## src/rtl/instr_queue.sv

```systemverilog
// instr_queue: fetch-to-decode instruction FIFO holding PC/instruction pairs.
// Flush discards every held entry, and halt freezes the queue with no push
// and no pop. The outputs are registered-path only, so there is one cycle of
// latency from push to out_valid.
// Optional feature: define INSTR_QUEUE_BYPASS_EN to enable a same-cycle
// bypass. When the queue is empty, the incoming entry is presented directly
// to decode, and it is not stored if decode consumes it in that cycle.
module instr_queue #(
   parameter int DEPTH = 4,
   parameter int IW    = 9
) (
   input  logic                     f_clk,
   input  logic                     f_rst_n,
   input  logic [7:0]               pc_i,
   input  logic [IW-1:0]            instr_i,
   input  logic                     in_valid,
   output logic                     in_ready,
   input  logic                     flush,
   input  logic                     halt,
   output logic                     out_valid,
   output logic [7:0]               out_pc,
   output logic [IW-1:0]            out_instr,
   input  logic                     out_ready,
   output logic [$clog2(DEPTH):0]   count
);

   localparam int AW = $clog2(DEPTH);
   localparam int CW = AW + 1;
   localparam logic [CW-1:0] FULL_COUNT = CW'(DEPTH);

   logic [7:0]    pc_mem    [DEPTH];
   logic [IW-1:0] instr_mem [DEPTH];
   logic [AW-1:0] rd_ptr;
   logic [AW-1:0] wr_ptr;
   logic [CW-1:0] occ;
   logic          alive;

   logic          empty;
   logic          full;
   logic          open_gate;
   logic          push;
   logic          pop;
   logic          bypass_fire;
   logic          do_write;
   logic          do_read;

   assign empty     = (occ == '0);
   assign full      = (occ == FULL_COUNT);
   // The queue is usable only once a clock edge has been seen after reset
   // release, and it is closed whenever halt or flush is asserted.
   assign open_gate = alive & ~halt & ~flush;

   assign in_ready  = open_gate & ~full;
   assign count     = occ;

`ifdef INSTR_QUEUE_BYPASS_EN
   // When the queue is empty, the incoming entry becomes the head seen by decode.
   always_comb begin
      out_valid = open_gate & (~empty | in_valid);
      out_pc    = pc_mem[rd_ptr];
      out_instr = instr_mem[rd_ptr];
      if (empty) begin
         out_pc    = pc_i;
         out_instr = instr_i;
      end
   end
   assign bypass_fire = empty & pop;
`else
   // The head always comes from storage, so there is no path from inputs to outputs.
   always_comb begin
      out_valid = open_gate & ~empty;
      out_pc    = pc_mem[rd_ptr];
      out_instr = instr_mem[rd_ptr];
   end
   assign bypass_fire = 1'b0;
`endif

   assign push     = in_valid & in_ready;
   assign pop      = out_valid & out_ready;
   // A bypassed entry is both accepted and consumed, so it never touches storage.
   assign do_write = push & ~bypass_fire;
   assign do_read  = pop & ~bypass_fire;

   // Entry storage is deliberately not reset; it is written at wr_ptr on accepted pushes.
   always_ff @(posedge f_clk) begin
      if (do_write) begin
         pc_mem[wr_ptr]    <= pc_i;
         instr_mem[wr_ptr] <= instr_i;
      end
   end

   // Pointers, occupancy and the post-reset alive flag. Flush overrides everything.
   always_ff @(posedge f_clk or negedge f_rst_n) begin
      if (!f_rst_n) begin
         rd_ptr <= '0;
         wr_ptr <= '0;
         occ    <= '0;
         alive  <= 1'b0;
      end else begin
         alive <= 1'b1;
         if (flush) begin
            rd_ptr <= '0;
            wr_ptr <= '0;
            occ    <= '0;
         end else begin
            if (do_write) begin
               wr_ptr <= wr_ptr + AW'(1);
            end
            if (do_read) begin
               rd_ptr <= rd_ptr + AW'(1);
            end
            if (do_write && !do_read) begin
               occ <= occ + CW'(1);
            end else if (do_read && !do_write) begin
               occ <= occ - CW'(1);
            end
         end
      end
   end

endmodule

```

## config.mk

```make
export PLATFORM = sky130hd
export DESIGN_NAME = instr_queue
export DESIGN_NICKNAME = d
export VERILOG_FILES = /design/src/rtl/instr_queue.sv
export SDC_FILE = /design/constraint.sdc
export NUM_CORES = 1
export LEC_CHECK = 0
export ABC_AREA = 1
export CAP_MARGIN = 25
export CORE_MARGIN = 3
export CORE_UTILIZATION = 23
export DETAILED_ROUTE_END_ITERATION = 10
export PLACE_DENSITY = 0.41
export REMOVE_ABC_BUFFERS = 1
export SYNTH_ARGS = -nofsm -noshare
export SYNTH_HDL_FRONTEND = slang
export SYNTH_SLANG_ARGS = --single-unit
```

## constraint.sdc

```tcl
create_clock -name f_clk -period 4 [get_ports f_clk]
set_clock_uncertainty 0.1 [all_clocks]
set_input_delay 0.8 -clock f_clk [delete_from_list [all_inputs] [get_ports f_clk]]
set_output_delay 0.8 -clock f_clk [all_outputs]
set_load 0.005 [all_outputs]
```

## After elaboration in Yosys (flattened, before gate mapping)

Memories as Yosys holds them, arrays and structs flattened.
Index checks and enable logic that the tools add are counted.
W data, S select, Z words.

- Bits in registers: 8
- RAM bits: 68
- Input port bits: 23
- Output and inout bits: 22
- Word-level logic and storage cells: 38
- Memories: 2

- Add/subtract/negate cells: 4
- Equality and inequality tests: 1
- Mux-type cells: 9
- Bitwise operators: 10
- Reduce and logical (&&, ||, !) cells: 8

Memories:

| name | words | bits a word | read ports | clocked after memory_dff | write ports | line | text |
|---|---|---|---|---|---|---|---|
| instr_mem | 4 | 9 | 1 | 0 | 1 | 32 | `logic [IW-1:0] instr_mem [DEPTH];` |
| pc_mem | 4 | 8 | 1 | 0 | 1 | 31 | `logic [7:0] pc_mem [DEPTH];` |

Operators with widths:

| kind | count |
|---|---|
| $mux W3 | 3 |
| $mux W2 | 4 |
| $and A1 B1 Y1 | 6 |
| $add A2 B1 Y2 const B | 2 |
| $not A1 Y1 | 4 |
| $reduce_bool A2 Y1 | 2 |
| $add A3 B1 Y3 const B | 1 |
| $eq A3 B3 Y1 const B | 1 |
| $logic_not A3 Y1 | 1 |
| $reduce_bool A3 Y1 | 1 |
| $sub A3 B1 Y3 const B | 1 |
| $logic_and A1 B1 Y1 | 2 |
| $logic_not A1 Y1 | 2 |
| $mux W1 | 2 |

## Logic depth before layout (Yosys ltp)

- Depth after elaboration: 10
- Depth in mapped cells: 13
- Depth with buffers taken out: 13

## Worst setup path after synthesis

Ideal clock, no wire load.

- Path type: input -> register
- Start: input port halt
- End: memory instr_mem[0][0], enable pin
- Setup time: 0.391 ns
- Arrival time: 1.929 ns
- Data required time: 3.509 ns
- Setup slack: 1.581 ns
- Cell stages on the path: 5
- Buffers on the path: 0
- Cell sequence: clkinv_1 > nand2_1 > nor2_4 > nand3_2 > nor2_1

- Word-level cells in the longest chain between the ends: 7

Ends and longest elaborated chain:

| item | line | text |
|---|---|---|
| start: declaration | 19 | `input logic halt,` |
| $not A1 Y1 | 51 | `assign open_gate = alive & ~halt & ~flush;` |
| $and A1 B1 Y1 (2 in a row) | 51 |  |
| $and A1 B1 Y1 | 53 | `assign in_ready = open_gate & ~full;` |
| $and A1 B1 Y1 | 78 | `assign push = in_valid & in_ready;` |
| $mux W1 | 86 | `if (do_write) begin` |
| $mux W1 (implied by the code) | 88 | `instr_mem[wr_ptr] <= instr_i;` |
| end: declaration | 32 |  |

No other way between the ends.

## Worst setup path after layout

- Start: input port flush
- End: output port in_ready

- Word-level cells in the longest chain between the ends: 3

Ends and longest elaborated chain:

| item | line | text |
|---|---|---|
| start: declaration | 18 | `input logic flush,` |
| $not A1 Y1 | 51 |  |
| $and A1 B1 Y1 | 51 |  |
| $and A1 B1 Y1 | 53 |  |
| end: declaration | 17 | `output logic in_ready,` |

No other way between the ends.

==> impl_metrics.tcl <==
set metrics [dict create \
    synthSimpleGateAreaFrac_pct 10.9 \
    timing.reg2reg.setup_slack_ns 1.87 \
    finalCritPeriodShare_pct 76.3 \
    synthMuxAreaShare_pct 0 \
    post-route-worst-setup-slack_ns 0.948 \
    core_area_sq_um 12800 \
    cp.arrival_ns 2.15 \
    total_switching_power_mw 0.420 \
    path_depth_of_the_worst_reg2reg_path 5 \
    globalRoute.totalOverflow 0 \
    cp-end-kind "output pin" \
    dpl_worst_slack_ns 0.931 \
    critPathMostFrequentCell "sky130_fd_sc_hd__clkdlybuf4s50_1" \
    tritoncts_clock_tree "done" \
    pwr-share-seq_pct 46.3 \
    xor_xnor_share_of_the_synthesized_area_pct 0.286 \
    grtUsageTotal_pct 9.98 \
    timing.final.max_slew_violations 0 \
    globalplace.congestion 0.737 \
    power_leakage_nw 1.42 \
    placementRows 41 \
    chipWidth_microns 121 \
    port-buffer-count 44 \
    numCtsBuffers 9 \
    setup.worst_path.end "in_ready" \
    initial_utilization_pct 23.9 \
    antenna_diode_count 0 \
    detail_route.vias_per_cell 4.17 \
    antenna_found_initial 0 \
    clkLatencyLatePin_ns 0.33 \
    cpLargestDelayFamily "buffers and inverters" \
    grt_start_max_net_pins 37 \
    timing.hold.worst.class "reg2reg" \
    finish.net_count 316 \
    syn_avg_cell_area_sq_um 13.0 \
    setup.worst_path.class "in2out" \
    cpMaxStageDelayCell "sky130_fd_sc_hd__clkdlybuf4s50_1" \
    worst-path-max-fanout 4 \
    max_slew_margin_pct 51.5 \
    switching_share_pct 21.6 \
    ctsRootBufferMaster "sky130_fd_sc_hd__clkbuf_16" \
    max-vdd-ir-drop_uv 158 \
    max_freq_ghz 0.328 \
    yosysTopAreaCellShare_pct 66.6 \
    post_route_cells_drive_above_1_share_pct 12.6 \
    resized_cells_post_cts 0 \
    synth.largest_area_cell "sky130_fd_sc_hd__edfxtp_1" \
    die_height_microns 121 \
    worst_setup_hold_path_clk_slew_ns 0.06 \
    routed_wirelength_mm 6.91 \
    power_density_nw_per_um2 478 \
    sequential_area_share_after_synthesis_pct 73.1 \
    outcome "finished, final reports clean" \
    dp.final_hpwl_mm 4.26 \
    total_number_of_cells_along_the_worst_setup_path 5 \
    detailedRoute.firstPassIterationCount 4 \
    final-hold-violation-count 0 \
    setup_violations 0 \
    post-route-min-period_ns 3.05 \
    synth_adder_area_share_pct 2.28 \
    cts.htree.levels 3 \
    post_synth_instance_area_sq_um 3070 \
    reg2reg_capture_point "pc_mem[0][1]" \
    detailroute.via_count 1937 \
    launching_instance_or_port_of_the_critical_path "flush" \
    post_cts_buffers 0 \
    rsz0062_at_grt "no" \
    p_r_area_growth_vs_syn_pct 32.4 \
    timing.critical_path.buf_inv 3 \
    avgRoutedWirePerCell_microns 14.9 \
    timing.setup.tns_ns 0 \
    share_clk_of_total_power_pct 44.2 \
    ant_nets 0 \
    cts.path.max_buffers 2 \
    first_iter_violations 115 \
    synth_compound_gate_area_share_pct 9.67 \
    timing.critical_path.slowest_cell_delay_ns 0.51 \
    yosys_warnings 0 \
    die_area_sq_um 14800 \
    netlist-cell-type-count 26 \
    cp-start-kind "primary input" \
    boundaryPins 45 \
    grt_first_pass_wirelength_mm 10.9 \
    worst-endpoint-required_ns 3.10 \
    worst_slew_pin_slew_ns 0.727 \
    pwr-share-comb_pct 9.5 \
    remaining_drc_errors 0 \
    synthesized_instance_count 235 \
    first_global_vias 2032 \
    maximum_capacitance_violations 0 \
    ys_top_cells_by_area "sky130_fd_sc_hd__edfxtp_1 67%, sky130_fd_sc_hd__dfrtp_1 6.5%, sky130_fd_sc_hd__o21ai_0 5.9%, sky130_fd_sc_hd__nor2_1 4.9%, sky130_fd_sc_hd__o22ai_1 3.5%" \
    synth-seq-cells 76 \
    p_int_mw 1.52 \
    rr_startpoint "count[0]" \
    worstPathCellList "clkdlybuf4s50_1, nor2_4, nand2_1, inv_2, clkdlybuf4s50_1" \
    p_total_mw 1.94 \
    cts.sinks 76 \
    hold_slack_ns 0.468 \
    synth_top_family_by_area "simple AND/OR/NAND/NOR gates" \
    cts_hold_buffers 0 \
]
sequential cells by signal, summed over array words and instances, names as in the netlist:
register,cells
alive,1
count,3
instr_mem,36
pc_mem,32
rd_ptr,2
wr_ptr,2
metrics by stage:
step | std cells | util [%] | cell area, sq um
2_1_floorplan | 225 | - | 3020
6_report | 465 | 31.7 | 4060
5_1_grt | 465 | 31.7 | 4060
3_3_place_gp | 449 | 29.2 | 3740
4_1_cts | 465 | 31.7 | 4060
3_5_place_dp | 449 | 29.2 | 3740
per-layer routing:
metal  global-route usage (%)  wire (microns)  vias up
met1                     12.4            3160      936
met2                     15.7            3260       38
li1                         -               -      953
met3                     4.01             397       10
met5                        0               0        -
met4                     3.57             102        0
layout make-up:
cell class	count	area, sq um
Clock inverter	6	88.8
Timing Repair Buffer	52	500
Tap cell	172	215
Fill cell	1329	8760
Sequential cell	76	2240
Inverter	17	63.8
Multi-Input combinational cell	132	722
Clock buffer	10	229
Yosys cell counts (all sizes together):
library cell and count:
nand4 3, buf 6, ha 4, xnor2 1
nand3b 1, o22ai 17, clkbuf 4, o21ai 36
nand2 15, clkinv 2, conb 1, a21oi 2
dfrtp 8, fa 1, nor2 42, inv 15
edfxtp 68, nand3 9
power by group through the flow:
stage / clock network, mW / registers, mW / logic [mW]
5_1_grt: 0.910 / 0.903 / 0.209
3_3_place_gp: 0 / 0.917 / 0.187
2_1_floorplan: 0 / 0.918 / 0.0837
3_5_place_dp: 0 / 0.916 / 0.187
6_report: 0.858 / 0.900 / 0.185
4_1_cts: 0.876 / 0.900 / 0.189
kinds of logic after synthesis:
logic type	Yosys count
buffers and inverters	27
other	1
DFF	76
adders and majority gates	5
AOI/OAI and AO/OA	55
xor gates and xnor gates	1
and+or+nand+nor	70
tightest hold or removal path: cells and delay by family (launching register included):
family,cells,cell delay (ns)
DFF,1,0.36
and+or+nand+nor,2,0.18
worst min-delay path by stage:
| stage | slack, ns | startpoint | cells after the start | end |
|---|---|---|---|---|
| final | 0.47 | count[1] | 2 | count[1] |
| after global routing | 0.55 | count[1] | 2 | count[1] |
| after CTS | 0.48 | count[1] | 2 | count[1] |
| after detailed placement | 0.45 | count[1] | 2 | count[1] |
| after global placement | 0.46 | count[1] | 2 | count[1] |
| after floorplan | 0.40 | f_rst_n | 0 | alive |
cell usage in the layout, fill, tap and decap left out:
| cell type | Yosys | routed |
|---|---|---|
| sky130_fd_sc_hd__o22ai_1 | 17 | 17 |
| sky130_fd_sc_hd__nand2_2 | 1 | 1 |
| sky130_fd_sc_hd__bufinv_16 | 0 | 2 |
| sky130_fd_sc_hd__buf_4 | 1 | 8 |
| sky130_fd_sc_hd__nand4_1 | 3 | 3 |
| sky130_fd_sc_hd__nor2_4 | 2 | 2 |
| sky130_fd_sc_hd__nand3_4 | 1 | 1 |
| sky130_fd_sc_hd__xnor2_1 | 1 | 1 |
| sky130_fd_sc_hd__ha_1 | 4 | 4 |
| sky130_fd_sc_hd__clkinv_4 | 0 | 1 |
| sky130_fd_sc_hd__a21oi_1 | 2 | 2 |
| sky130_fd_sc_hd__clkinvlp_4 | 0 | 2 |
| sky130_fd_sc_hd__nand2_4 | 1 | 1 |
| sky130_fd_sc_hd__clkdlybuf4s50_1 | 0 | 44 |
| sky130_fd_sc_hd__nor2_2 | 0 | 4 |
| sky130_fd_sc_hd__nand3_1 | 6 | 6 |
| sky130_fd_sc_hd__o21ai_0 | 36 | 36 |
| sky130_fd_sc_hd__nand3_2 | 2 | 2 |
| sky130_fd_sc_hd__inv_1 | 12 | 12 |
| sky130_fd_sc_hd__conb_1 | 1 | 1 |
| sky130_fd_sc_hd__nand3b_1 | 1 | 1 |
| sky130_fd_sc_hd__nand2_1 | 13 | 13 |
| sky130_fd_sc_hd__clkbuf_1 | 3 | 1 |
| sky130_fd_sc_hd__clkinv_1 | 2 | 2 |
| sky130_fd_sc_hd__fa_1 | 1 | 1 |
| sky130_fd_sc_hd__clkbuf_16 | 0 | 9 |
| sky130_fd_sc_hd__nor2_1 | 40 | 36 |
| sky130_fd_sc_hd__clkinv_2 | 0 | 1 |
| sky130_fd_sc_hd__edfxtp_1 | 68 | 68 |
| sky130_fd_sc_hd__dfrtp_1 | 8 | 8 |
| sky130_fd_sc_hd__inv_2 | 3 | 3 |
Power figures use the tool's default switching activity.
